### src/rtl/multicycle_cpu.sv
// multicycle_cpu: multicycle register/memory CPU with a valid/ready instruction handshake.
//
// One instruction is accepted in IDLE. It is then executed through EXEC and, if needed,
// MEM and WB. Data memory is internal to the core.
//
// Ports:
//   clk           rising-edge clock
//   rst           synchronous reset, active low
//   instruction   instruction word {op, x1, x2, x3, spare, imm}
//   instr_valid   instruction presented
//   instr_ready   core can accept an instruction (IDLE only)
//   done          one-cycle pulse when an instruction retires
//   halted        high while in HALT
//   zero_flag     last ALU result was zero
//   carry_flag    carry (ADD/ADDI) or borrow (SUB) of the last arithmetic op
//   dbg_reg_sel   debug register index
//   dbg_reg_data  regfile[dbg_reg_sel], combinational
//   dbg_mem_addr  debug memory address
//   dbg_mem_data  dmem[dbg_mem_addr], combinational

module multicycle_cpu #(
   parameter int unsigned DATA_WIDTH  = 8,
   parameter int unsigned ADDR_BITS   = 5,   // must not exceed DATA_WIDTH
   parameter int unsigned REG_BITS    = 2,
   parameter int unsigned INSTR_WIDTH = 20   // >= 3 + 3*REG_BITS + DATA_WIDTH
) (
   input  logic                   clk,
   input  logic                   rst,
   input  logic [INSTR_WIDTH-1:0] instruction,
   input  logic                   instr_valid,
   output logic                   instr_ready,
   output logic                   done,
   output logic                   halted,
   output logic                   zero_flag,
   output logic                   carry_flag,
   input  logic [REG_BITS-1:0]    dbg_reg_sel,
   output logic [DATA_WIDTH-1:0]  dbg_reg_data,
   input  logic [ADDR_BITS-1:0]   dbg_mem_addr,
   output logic [DATA_WIDTH-1:0]  dbg_mem_data
);

   localparam int NumRegs  = 2 ** REG_BITS;
   localparam int MemDepth = 2 ** ADDR_BITS;
   localparam int unsigned UsedBits = 3 + 3 * REG_BITS + DATA_WIDTH;

   localparam logic [2:0] OpAdd   = 3'b000;
   localparam logic [2:0] OpSub   = 3'b001;
   localparam logic [2:0] OpAnd   = 3'b010;
   localparam logic [2:0] OpOr    = 3'b011;
   localparam logic [2:0] OpAddi  = 3'b100;
   localparam logic [2:0] OpLoad  = 3'b101;
   localparam logic [2:0] OpStore = 3'b110;
   localparam logic [2:0] OpHalt  = 3'b111;

   typedef enum logic [2:0] {StIdle, StExec, StMem, StWb, StHalt} state_e;

   state_e                   state_q;
   logic [INSTR_WIDTH-1:0]   instr_q;
   logic [DATA_WIDTH-1:0]    result_q;
   logic [ADDR_BITS-1:0]     addr_q;
   logic                     zero_q;
   logic                     carry_q;
   logic                     done_q;
   logic                     halted_q;
   logic                     ready_q;
   logic [DATA_WIDTH-1:0]    regfile_q [NumRegs];
   logic [DATA_WIDTH-1:0]    dmem_q    [MemDepth];

   // Fields of the latched instruction; the live input is ignored once accepted.
   logic [2:0]               op;
   logic [REG_BITS-1:0]      x1;
   logic [REG_BITS-1:0]      x2;
   logic [REG_BITS-1:0]      x3;
   logic [DATA_WIDTH-1:0]    imm;

   assign op  = instr_q[INSTR_WIDTH-1 -: 3];
   assign x1  = instr_q[INSTR_WIDTH-4 -: REG_BITS];
   assign x2  = instr_q[INSTR_WIDTH-4-REG_BITS -: REG_BITS];
   assign x3  = instr_q[INSTR_WIDTH-4-2*REG_BITS -: REG_BITS];
   assign imm = instr_q[DATA_WIDTH-1:0];

   if (INSTR_WIDTH > UsedBits) begin : g_spare
      logic unused_spare;
      assign unused_spare = ^instr_q[INSTR_WIDTH-4-3*REG_BITS : DATA_WIDTH];
   end

   // Operands are read in EXEC, after any preceding WB, so no forwarding is needed.
   logic [DATA_WIDTH-1:0]    opa;
   logic [DATA_WIDTH-1:0]    opb;
   logic [DATA_WIDTH:0]      sum_w;
   logic [DATA_WIDTH:0]      diff_w;
   logic [DATA_WIDTH-1:0]    alu_res;
   logic                     alu_carry;
   logic [DATA_WIDTH-1:0]    addr_sum;
   logic [ADDR_BITS-1:0]     mem_addr;

   always_comb begin
      opa       = regfile_q[x2];
      opb       = (op == OpAddi) ? imm : regfile_q[x3];
      sum_w     = {1'b0, opa} + {1'b0, opb};
      // Top bit of the widened difference is the borrow.
      diff_w    = {1'b0, opa} - {1'b0, opb};
      alu_res   = '0;
      alu_carry = 1'b0;
      unique case (op)
         OpAdd, OpAddi: begin
            alu_res   = sum_w[DATA_WIDTH-1:0];
            alu_carry = sum_w[DATA_WIDTH];
         end
         OpSub: begin
            alu_res   = diff_w[DATA_WIDTH-1:0];
            alu_carry = diff_w[DATA_WIDTH];
         end
         OpAnd:   alu_res = opa & opb;
         OpOr:    alu_res = opa | opb;
         default: begin
            alu_res   = '0;
            alu_carry = 1'b0;
         end
      endcase
      // Effective address wraps within the memory depth.
      addr_sum = opa + imm;
      mem_addr = addr_sum[ADDR_BITS-1:0];
   end

   always_ff @(posedge clk) begin
      if (!rst) begin
         state_q  <= StIdle;
         instr_q  <= '0;
         result_q <= '0;
         addr_q   <= '0;
         zero_q   <= 1'b0;
         carry_q  <= 1'b0;
         done_q   <= 1'b0;
         halted_q <= 1'b0;
         ready_q  <= 1'b1;
         for (int i = 0; i < NumRegs; i++) begin
            regfile_q[i] <= DATA_WIDTH'(i);
         end
         for (int i = 0; i < MemDepth; i++) begin
            dmem_q[i] <= '0;
         end
      end else begin
         done_q <= 1'b0;
         unique case (state_q)
            StIdle: begin
               if (instr_valid) begin
                  instr_q <= instruction;
                  ready_q <= 1'b0;
                  state_q <= StExec;
               end
            end
            StExec: begin
               if (op == OpLoad || op == OpStore) begin
                  addr_q   <= mem_addr;
                  result_q <= regfile_q[x1];  // store data
                  state_q  <= StMem;
               end else if (op == OpHalt) begin
                  halted_q <= 1'b1;
                  done_q   <= 1'b1;
                  state_q  <= StHalt;
               end else begin
                  result_q <= alu_res;
                  zero_q   <= (alu_res == '0);
                  carry_q  <= alu_carry;
                  state_q  <= StWb;
               end
            end
            StMem: begin
               if (op == OpStore) begin
                  dmem_q[addr_q] <= result_q;
                  done_q         <= 1'b1;
                  ready_q        <= 1'b1;
                  state_q        <= StIdle;
               end else begin
                  result_q <= dmem_q[addr_q];
                  state_q  <= StWb;
               end
            end
            StWb: begin
               regfile_q[x1] <= result_q;
               done_q        <= 1'b1;
               ready_q       <= 1'b1;
               state_q       <= StIdle;
            end
            StHalt: begin
               state_q <= StHalt;
            end
            default: begin
               ready_q <= 1'b1;
               state_q <= StIdle;
            end
         endcase
      end
   end

   assign instr_ready  = ready_q;
   assign done         = done_q;
   assign halted       = halted_q;
   assign zero_flag    = zero_q;
   assign carry_flag   = carry_q;
   assign dbg_reg_data = regfile_q[dbg_reg_sel];
   assign dbg_mem_data = dmem_q[dbg_mem_addr];

endmodule
### config.mk
export PLATFORM = sky130hd
export DESIGN_NAME = multicycle_cpu
export DESIGN_NICKNAME = d
export VERILOG_FILES = /design/src/rtl/multicycle_cpu.sv
export SDC_FILE = /design/constraint.sdc
export NUM_CORES = 1
export LEC_CHECK = 0
export BUFFER_PORTS_ARGS = -buffer_cell sky130_fd_sc_hd__buf_4
export CORE_MARGIN = 4
export CORE_UTILIZATION = 50
export CTS_CLUSTER_DIAMETER = 50
export DETAILED_ROUTE_END_ITERATION = 12
export HOLD_SLACK_MARGIN = 0.1
export PLACE_DENSITY = 0.66
export SLEW_MARGIN = 25
export SYNTH_ARGS = -nofsm -noshare
export SYNTH_HDL_FRONTEND = slang
export SYNTH_SLANG_ARGS = --single-unit
export TNS_END_PERCENT = 30
### constraint.sdc
create_clock -name clk -period 5.1 [get_ports clk]
set_input_delay 0.255 -clock clk [delete_from_list [all_inputs] [get_ports clk]]
set_output_delay 0.255 -clock clk [all_outputs]
set_load 0.05 [all_outputs]
==> summary.txt, run 1 <==
Run status
  • Run status: complete, no violations

Die
  • Die footprint: approximately 41000 µm²
  • Die H: 202.9 µm
  • Top Ports: between 50 and 60
  • Core area: approximately 38000 µm²
  • Initial Utilization: roughly half
  • Die width: 202.9 µm
  • Row Count: a little over 70

Clocking
  • Clock sink total: approximately 340
  • PostCTS Resize Cnt: 0
  • Worst skew pair latency: approximately 0.57 ns
  • Root Buffer: clkbuf_16
  • Cts bufs inserted: 41
  • CTS tree: yes
  • Max clock buf depth: 3
  • Htree depth: 2
  • Postcts setup bufs: 0
  • Reg clk slew, reported paths: around 0.060 ns
  • Hold_buf cts: 18

Yosys
  • Post-synthesis register bit count: between 300 and 400
  • Post-synth EDFFs: 288
  • Syn_area_per_cell: about 14 µm²
  • Post-synth cell types: 61
  • Post-Syn Instances: about 1.4k
  • Sequential area share after synthesis: just over 50%
  • Post-synth top flop: edfxtp_1
  • Mapped cell area: around 19000 µm²
  • Post-Syn Nets: 1439
  • Async SR Flop Fraction: 0%
  • YS warnings: 0

Worst setup path
  • FF-to-FF Start: instr_q[18]$_SDFFE_PN0P_
  • CP Data Arrival Time: approximately 4.6 ns
  • Bufs and invs on worst path: 3
  • Worst Path Required: 5.58 ns
  • Critical path's largest stage delay: between 0.5 and 0.6 ns
  • Worst path top cell family by delay: simple AND/OR/NAND/NOR gates
  • CP max FO: 12
  • Class of the most critical setup path: register to register
  • Worst r2r path cells: 15
  • Worst-path cell chain: buf_4, nor2_1, and2_1, mux2i_1, inv_1, ha_1, inv_1, fa_1, nand2b_1, o2bb2ai_1, o31a_1, xor2_1, a221oi_1, nand2_1, o31ai_1
  • CP Capture Type: register
  • R2R Setup Slk: roughly 0.99 ns
  • Reg2reg end: zero_flag$_SDFFE_PN0P_
  • Critical path startpoint: instr_q[18]$_SDFFE_PN0P_
  • Element type at the critical path start: register
  • Slowest CP cell: and2_1
  • CP dominant cell by count: inv_1

Detailed routing
  • Final ANT Viol Nets: 0
  • Post-DR wirelength/cell: between 20 and 30 µm
  • Via Count: approximately 12k
  • 1st-iter DRT viols: about 1.1k
  • # DRC: 0
  • Post-Route WL: about 51000 µm
  • Vias per cell: 6.117
  • Initial DRT Pass Iterations: 5

Global routing
  • Largest net degree at the start of global routing: 65
  • Global-route wire length before repair: ~76000 µm
  • Vias in the first global route: about 12k
  • GRT overflow: 0
  • Gr usage total: 24.79%
  • Initial antenna violation count: 2

Timing
  • Max Slew Vio Count: 0
  • Worst slew pin tran: between 1 and 1.5 ns
  • Final period util: about four fifths
  • Setup TNS: 0 ns
  • Fin worst setup slack: 0.9919 ns
  • Clock Skew: approximately 0.034 ns
  • Final hold vios: 0
  • Final setup fails: 0
  • Final worst path period need: between 4 and 5 ns
  • Worst rel slew slack: 29.64%
  • Unrepaired setup endpoints after global routing: no
  • Max Clk Rate: ~240 MHz

Placed design
  • Post-Place Setup Slack: 1.001 ns
  • Hpwl dp: between 30000 and 40000 µm
  • Routability cong.: 0.8794
  • PortBufs: 47

Min path
  • Hold WC Path Type: primary input to register
  • Hold depth: 2
  • Hold Path Origin: rst

Finish
  • Layout cells sized above 1: about a quarter
  • Antenna cells: 0
  • Final nets: about 1.5k
  • Area Overhead vs Synth: 13.66%

Pwr
  • PwrDens: approximately 350 nW/µm²
  • Leakage power: between 7 and 8 nW
  • Peak supply drop: between 0.2 and 0.25 mV
  • Total power draw: 7.463 mW

Job
  • Max cap viols: 0
## kinds of logic after synthesis
kind of cell	Yosys count	synth area share, %
AOI/OAI and AO/OA	149	4.914
DFF	337	50.70
muxes	212	23.63
xor gates and xnor gates	12	0.5534
buffers and inverters	145	3.241
and+or+nand+nor	490	14.74
adders and majority gates	32	2.227
## per-stage QoR
stage	std cells	hold slack, ns	instance area, µm²	util [%]
final	1965	0.2395	21590	57.45
after global placement	1871	0.4581	19900	52.95
after global routing	1965	0.2317	21590	57.45
after CTS	1965	0.1963	21590	57.45
after detailed placement	1871	0.4673	19900	52.95
after floorplan	1377	0.3999	18990	-
## area by class of cell
cell class	instances	area (µm²)
clock buffers	48	1084
clock inverters	28	427.9
fillers	2906	15990
inverters	34	127.6
multi-input cells	895	8748
flip-flops and latches	337	9637
well taps	511	639.4
repair buffers	112	923.4
## synthesized netlist by cell type (4+ instances only)
| cell type | instances | area (µm²) |
|---|---|---|
| or3_1 | 7 | 43.79 |
| nand2b_1 | 18 | 112.6 |
| o21ai_1 | 4 | 20.02 |
| buf_2 | 18 | 90.09 |
| buf_1 | 17 | 63.81 |
| ha_1 | 29 | 362.9 |
| a31oi_1 | 5 | 31.28 |
| a21o_1 | 5 | 37.54 |
| clkbuf_1 | 67 | 251.5 |
| edfxtp_1 | 288 | 8648 |
| nand2_1 | 70 | 262.8 |
| buf_4 | 5 | 37.54 |
| a211oi_1 | 7 | 52.55 |
| nor2_4 | 4 | 45.04 |
| inv_1 | 34 | 127.6 |
| nor2_1 | 49 | 183.9 |
| mux2_2 | 11 | 123.9 |
| o21ai_0 | 56 | 280.3 |
| mux2i_1 | 13 | 130.1 |
| nor2b_1 | 8 | 50.05 |
| dfxtp_1 | 49 | 980.9 |
| mux4_2 | 188 | 4234 |
| a21oi_1 | 22 | 110.1 |
| xnor2_1 | 6 | 52.55 |
| and2_1 | 291 | 1821 |
| nor3_1 | 10 | 50.05 |
| xor2_1 | 6 | 52.55 |
| a21boi_0 | 19 | 142.6 |
| nand3_1 | 8 | 40.04 |
| o221ai_1 | 5 | 43.79 |
| buf_6 | 4 | 45.04 |
| nor2_2 | 4 | 25.02 |
## layout by cell type, fill, tap and decap left out, types with 29 or more instances in the layout
master and count:
and2_1 291, mux4_2 188, nor2_1 49, nand2_1 70, inv_1 34, ha_1 29
edfxtp_1 288, dfxtp_1 45, o21ai_0 50, buf_4 91, clkbuf_16 42
## per-layer routing
layer / vias up / wire length (µm) / track usage (%) / share of wire (%)
li1: 5313 / - / - / -
met1: 6111 / 21070 / 36.20 / 42
met2: 518 / 23540 / 38.03 / 47
met3: 73 / 4777 / 6.021 / 9.4
met4: 4 / 1162 / 6.280 / 2.3
met5: - / 36 / 0 / 0.071
## where the power goes
part	total [mW]	switching (mW)	leakage [nW]	internal [mW]
clock network	3.24	1.23	0.728	2.01
logic	0.998	0.610	3.56	0.389
registers	3.23	0.132	3.36	3.09
## state kept, by name, indices dropped and copies added (netlist names), named ones only
signal	count
halted	1
regfile_q	32
instr_ready	1
done	1
state_q	3
zero_flag	1
carry_flag	1
addr_q	5
result_q	8
instr_q	17
dmem_q	256
## how the worst max path moves through the flow
stage,cells after the start,to,slack [ns]
final,15,zero_flag$_SDFFE_PN0P_,0.99
after global routing,15,zero_flag$_SDFFE_PN0P_,0.70
after CTS,15,zero_flag$_SDFFE_PN0P_,0.98
after detailed placement,15,zero_flag$_SDFFE_PN0P_,1.00
after global placement,15,zero_flag$_SDFFE_PN0P_,1.06
after floorplan,13,zero_flag$_SDFFE_PN0P_,1.56
## worst reg2reg max path: stages, from the launching register on
cell and delay (ns):
dfxtp_1 0.30, buf_4 0.17, nor2_1 0.42, and2_1 0.54, mux2i_1 0.19, inv_1 0.12, ha_1 0.21, inv_1 0.08
fa_1 0.45, nand2b_1 0.16, o2bb2ai_1 0.17, o31a_1 0.29, xor2_1 0.15, a221oi_1 0.50, nand2_1 0.10, o31ai_1 0.19
Note: power is estimated with default switching activity, not from simulation.
==> inputs of run 2 (changes only) <==
--- a/config.mk
+++ b/config.mk
@@ -11,7 +11,7 @@
 export CTS_CLUSTER_DIAMETER = 50
 export DETAILED_ROUTE_END_ITERATION = 12
 export HOLD_SLACK_MARGIN = 0.1
-export PLACE_DENSITY = 0.66
+export PLACE_DENSITY = 0.69
 export SLEW_MARGIN = 25
 export SYNTH_ARGS = -nofsm -noshare
 export SYNTH_HDL_FRONTEND = slang
==> constraint.sdc (replaced) <==
create_clock -name clk -period 3.45 [get_ports clk]
set_input_delay 0.1725 -clock clk [delete_from_list [all_inputs] [get_ports clk]]
set_output_delay 0.1725 -clock clk [all_outputs]
set_load 0.05 [all_outputs]
==> run 2 against run 1 <==
  * Die area unchanged
  * Clock-buffer cell count up 5
  * Routed wire length up 1.9%
  * Highest routed layer unchanged
==> summary.txt, run 2 (synthesis results as in run 1) <==
Run status
  • Run status: complete, no violations

Worst setup path
  • R2R Setup Slk: 0.03 ns (-0.96 ns)
  • Element type at the critical path start: register
  • CP Capture Type: register
  • Critical path's largest stage delay: 0.58 ns (+0.04 ns)
  • Worst Path Required: 3.93 ns (-1.65 ns)
  • Slowest CP cell: or4_1
  • CP max FO: 9 (-3)
  • Reg2reg end: zero_flag$_SDFFE_PN0P_
  • CP Data Arrival Time: 3.90 ns (-0.68 ns)
  • Worst r2r path cells: 11 (-4)
  • Crit path to: zero_flag$_SDFFE_PN0P_
  • Class of the most critical setup path: register to register
  • Worst-path cell chain: buf_12, mux4_2, mux2i_1, ha_2, a21o_1, a21oi_1, o21ai_1, a21oi_1, mux2i_1, or4_1, o31ai_1

Pwr
  • Leakage power: 7.764 nW (+1.5%)
  • PwrDens: 482.8 nW/µm² (+40%)
  • Peak supply drop: 0.3438 mV (+41%)

Finish
  • Commonest non-fill, non-tap cell in the layout: and2_1
  • Multi-input logic area: 8771 µm² (+0.26%)
  • Antenna cells: 0 (unchanged)
  • Top flop regs: dmem_q: 256 flops, regfile_q: 32 flops, instr_q: 17 flops
  • Non-filler instance count after layout: 2002 (+1.9%)
  • Area Overhead vs Synth: 14.39%
  • Top reg by flops: dmem_q
  • Filler cell count: 2973 (+2.3%)
  • Max reg flops: 256 (unchanged)
  • Layout cells sized above 1: 27.70% (+1.8 points)
  • Reg area: 9635 µm² (about the same)
  • Most frequent cells in the layout: and2_1, edfxtp_1, mux4_2, buf_4, nand2_1
  • Final nets: 1521 (+2.6%)

Timing
  • Clock Skew: 0.02941 ns (-0.004366 ns)
  • Setup TNS: 0 ns (unchanged)
  • Worst slew pin tran: 0.9675 ns (-0.08787 ns)
  • Max Clk Rate: 292.6 MHz (+20%)
  • Max Slew Vio Count: 0 (unchanged)
  • Final worst path period need: 3.418 ns (-0.6906 ns)
  • Final hold vios: 0 (unchanged)
  • Worst rel slew slack: 35.50% (+5.9 points)
  • Final period util: 99.06% (+19 points)
  • Final setup fails: 0 (unchanged)

Job
  • Max cap viols: 0 (unchanged)

Placed design
  • PortBufs: 47 (unchanged)
  • Routability cong.: 0.9026 (+2.6%)
  • Hpwl dp: 35700 µm (+1.7%)
  • DP Cell Count: 1909 (+2.0%)

Die
  • Initial Utilization: 50.54% (unchanged)
  • Top Ports: 51 (unchanged)
  • Die width: 202.9 µm (unchanged)
  • Die footprint: 41170 µm² (unchanged)
  • Die H: 202.9 µm (unchanged)
  • Core area: 37580 µm² (unchanged)
  • Row Count: 71 (unchanged)

Detailed routing
  • Initial DRT Pass Iterations: 5 (unchanged)
  • Vias per cell: 6.153 (+0.60%)
  • Final ANT Viol Nets: 0 (unchanged)
  • Via Count: 12.32k (+2.5%)
  • Post-DR wirelength/cell: 25.74 µm (about the same)
  • Post-Route WL: 51530 µm (+1.9%)
  • # DRC: 0 (unchanged)
  • 1st-iter DRT viols: 1337 (+19%)

Clocking
  • Clock sink total: 337 (unchanged)
  • Root Buffer: clkbuf_16
  • Reg clk slew, reported paths: 0.06 ns (about the same)
  • Max clock buf depth: 3 (unchanged)
  • CTS tree: yes
  • Htree depth: 2 (unchanged)
  • Cts bufs inserted: 41 (unchanged)
  • Worst skew pair latency: 0.57 ns (about the same)

Global routing
  • Initial antenna violation count: 4 (+2)
  • Gr usage total: 25.31% (+0.52 points)
  • Vias in the first global route: 12.35k (+4.1%)
  • Global-route wire length before repair: 77580 µm (+1.7%)
  • Largest net degree at the start of global routing: 59 (-9.2%)
  • GRT overflow: 0 (unchanged)

Min path
  • Hold WC Path Type: primary input to register
run 2: changes by cell type in the layout (fill, tap and decap cells not counted), moves of 2 or more:
cell | previous run | this run
o21ai_1 | 10 | 5
clkinv_2 | 3 | 5
o21ai_0 | 50 | 55
buf_4 | 91 | 125
a221oi_2 | 0 | 2
a221oi_1 | 3 | 1
clkbuf_8 | 1 | 3
clkbuf_1 | 5 | 9
inv_6 | 2 | 6
bufinv_16 | 9 | 2
buf_12 | 3 | 7
clkinv_4 | 2 | 0
run 2: how the worst min path moves through the flow:
stage | from | endpoint | slack (ns) | cells past startpoint
3_3_place_gp | instruction[6] | instr_q[6]$_SDFFE_PN0P_ | 0.44 | 3
3_5_place_dp | instruction[3] | instr_q[3]$_SDFFE_PN0P_ | 0.45 | 3
2_1_floorplan | instruction[18] | instr_q[18]$_SDFFE_PN0P_ | 0.32 | 2
5_1_grt | rst | instr_q[5]$_SDFFE_PN0P_ | 0.17 | 2
6_report | rst | instr_q[4]$_SDFFE_PN0P_ | 0.15 | 2
4_1_cts | rst | instr_q[3]$_SDFFE_PN0P_ | 0.12 | 2
run 2: final cells by class:
type	instances	share of cell area [%]
Clock buffer	53	5.068
Clock inverter	22	0.8926
Inverter	34	0.5874
Multi-Input combinational cell	895	40.37
Sequential cell	337	44.35
Tap cell	511	2.943
Timing Repair Buffer	150	5.793
run 2: report_power, final:
part           leakage (nW)  internal, mW  switching, mW
logic                  3.77         0.627          0.980
clock network         0.633          2.43           1.74
registers              3.36          4.57          0.136
total                  7.76          7.63           2.86
run 2: what timing repair did:
item                                    in CTS  in global routing
hold buffers                                18                  0
setup buffers                                0                  0
endpoints found under the setup margin       0                  4
gates resized for setup                      0                  6
hold endpoints to repair                    25                  0
run 2: critical path, delay by kind of cell (launching register included):
family | cells | cell delay [ns]
AOI/OAI and AO/OA | 5 | 0.95
muxes | 3 | 0.88
and+or+nand+nor | 1 | 0.58
adders and majority gates | 1 | 0.39
DFF | 1 | 0.37
buffers and inverters | 1 | 0.15
run 2: stage by stage:
stage	hold slack (ns)	total power [mW]	setup WS, ns	utilization, %	area [µm²]
2_1_floorplan	0.3174	5.744	0.08460	-	19000
3_3_place_gp	0.4375	6.320	0.1661	53.84	20230
3_5_place_dp	0.4504	6.345	0.08502	53.84	20230
4_1_cts	0.1232	10.53	0.06018	57.77	21710
5_1_grt	0.1696	10.85	-0.02438	57.82	21730
6_report	0.1520	10.49	0.03248	57.82	21730
run 2: metal layers:
layer	wire [µm]	GRT usage (%)	part of all wire [%]	vias up
li1	-	-	-	5384
met1	20640	36.06	40	6220
met2	23540	37.97	46	606
met3	5865	8.178	11	101
met4	1432	7.056	2.8	8
met5	46	0	0.089	-
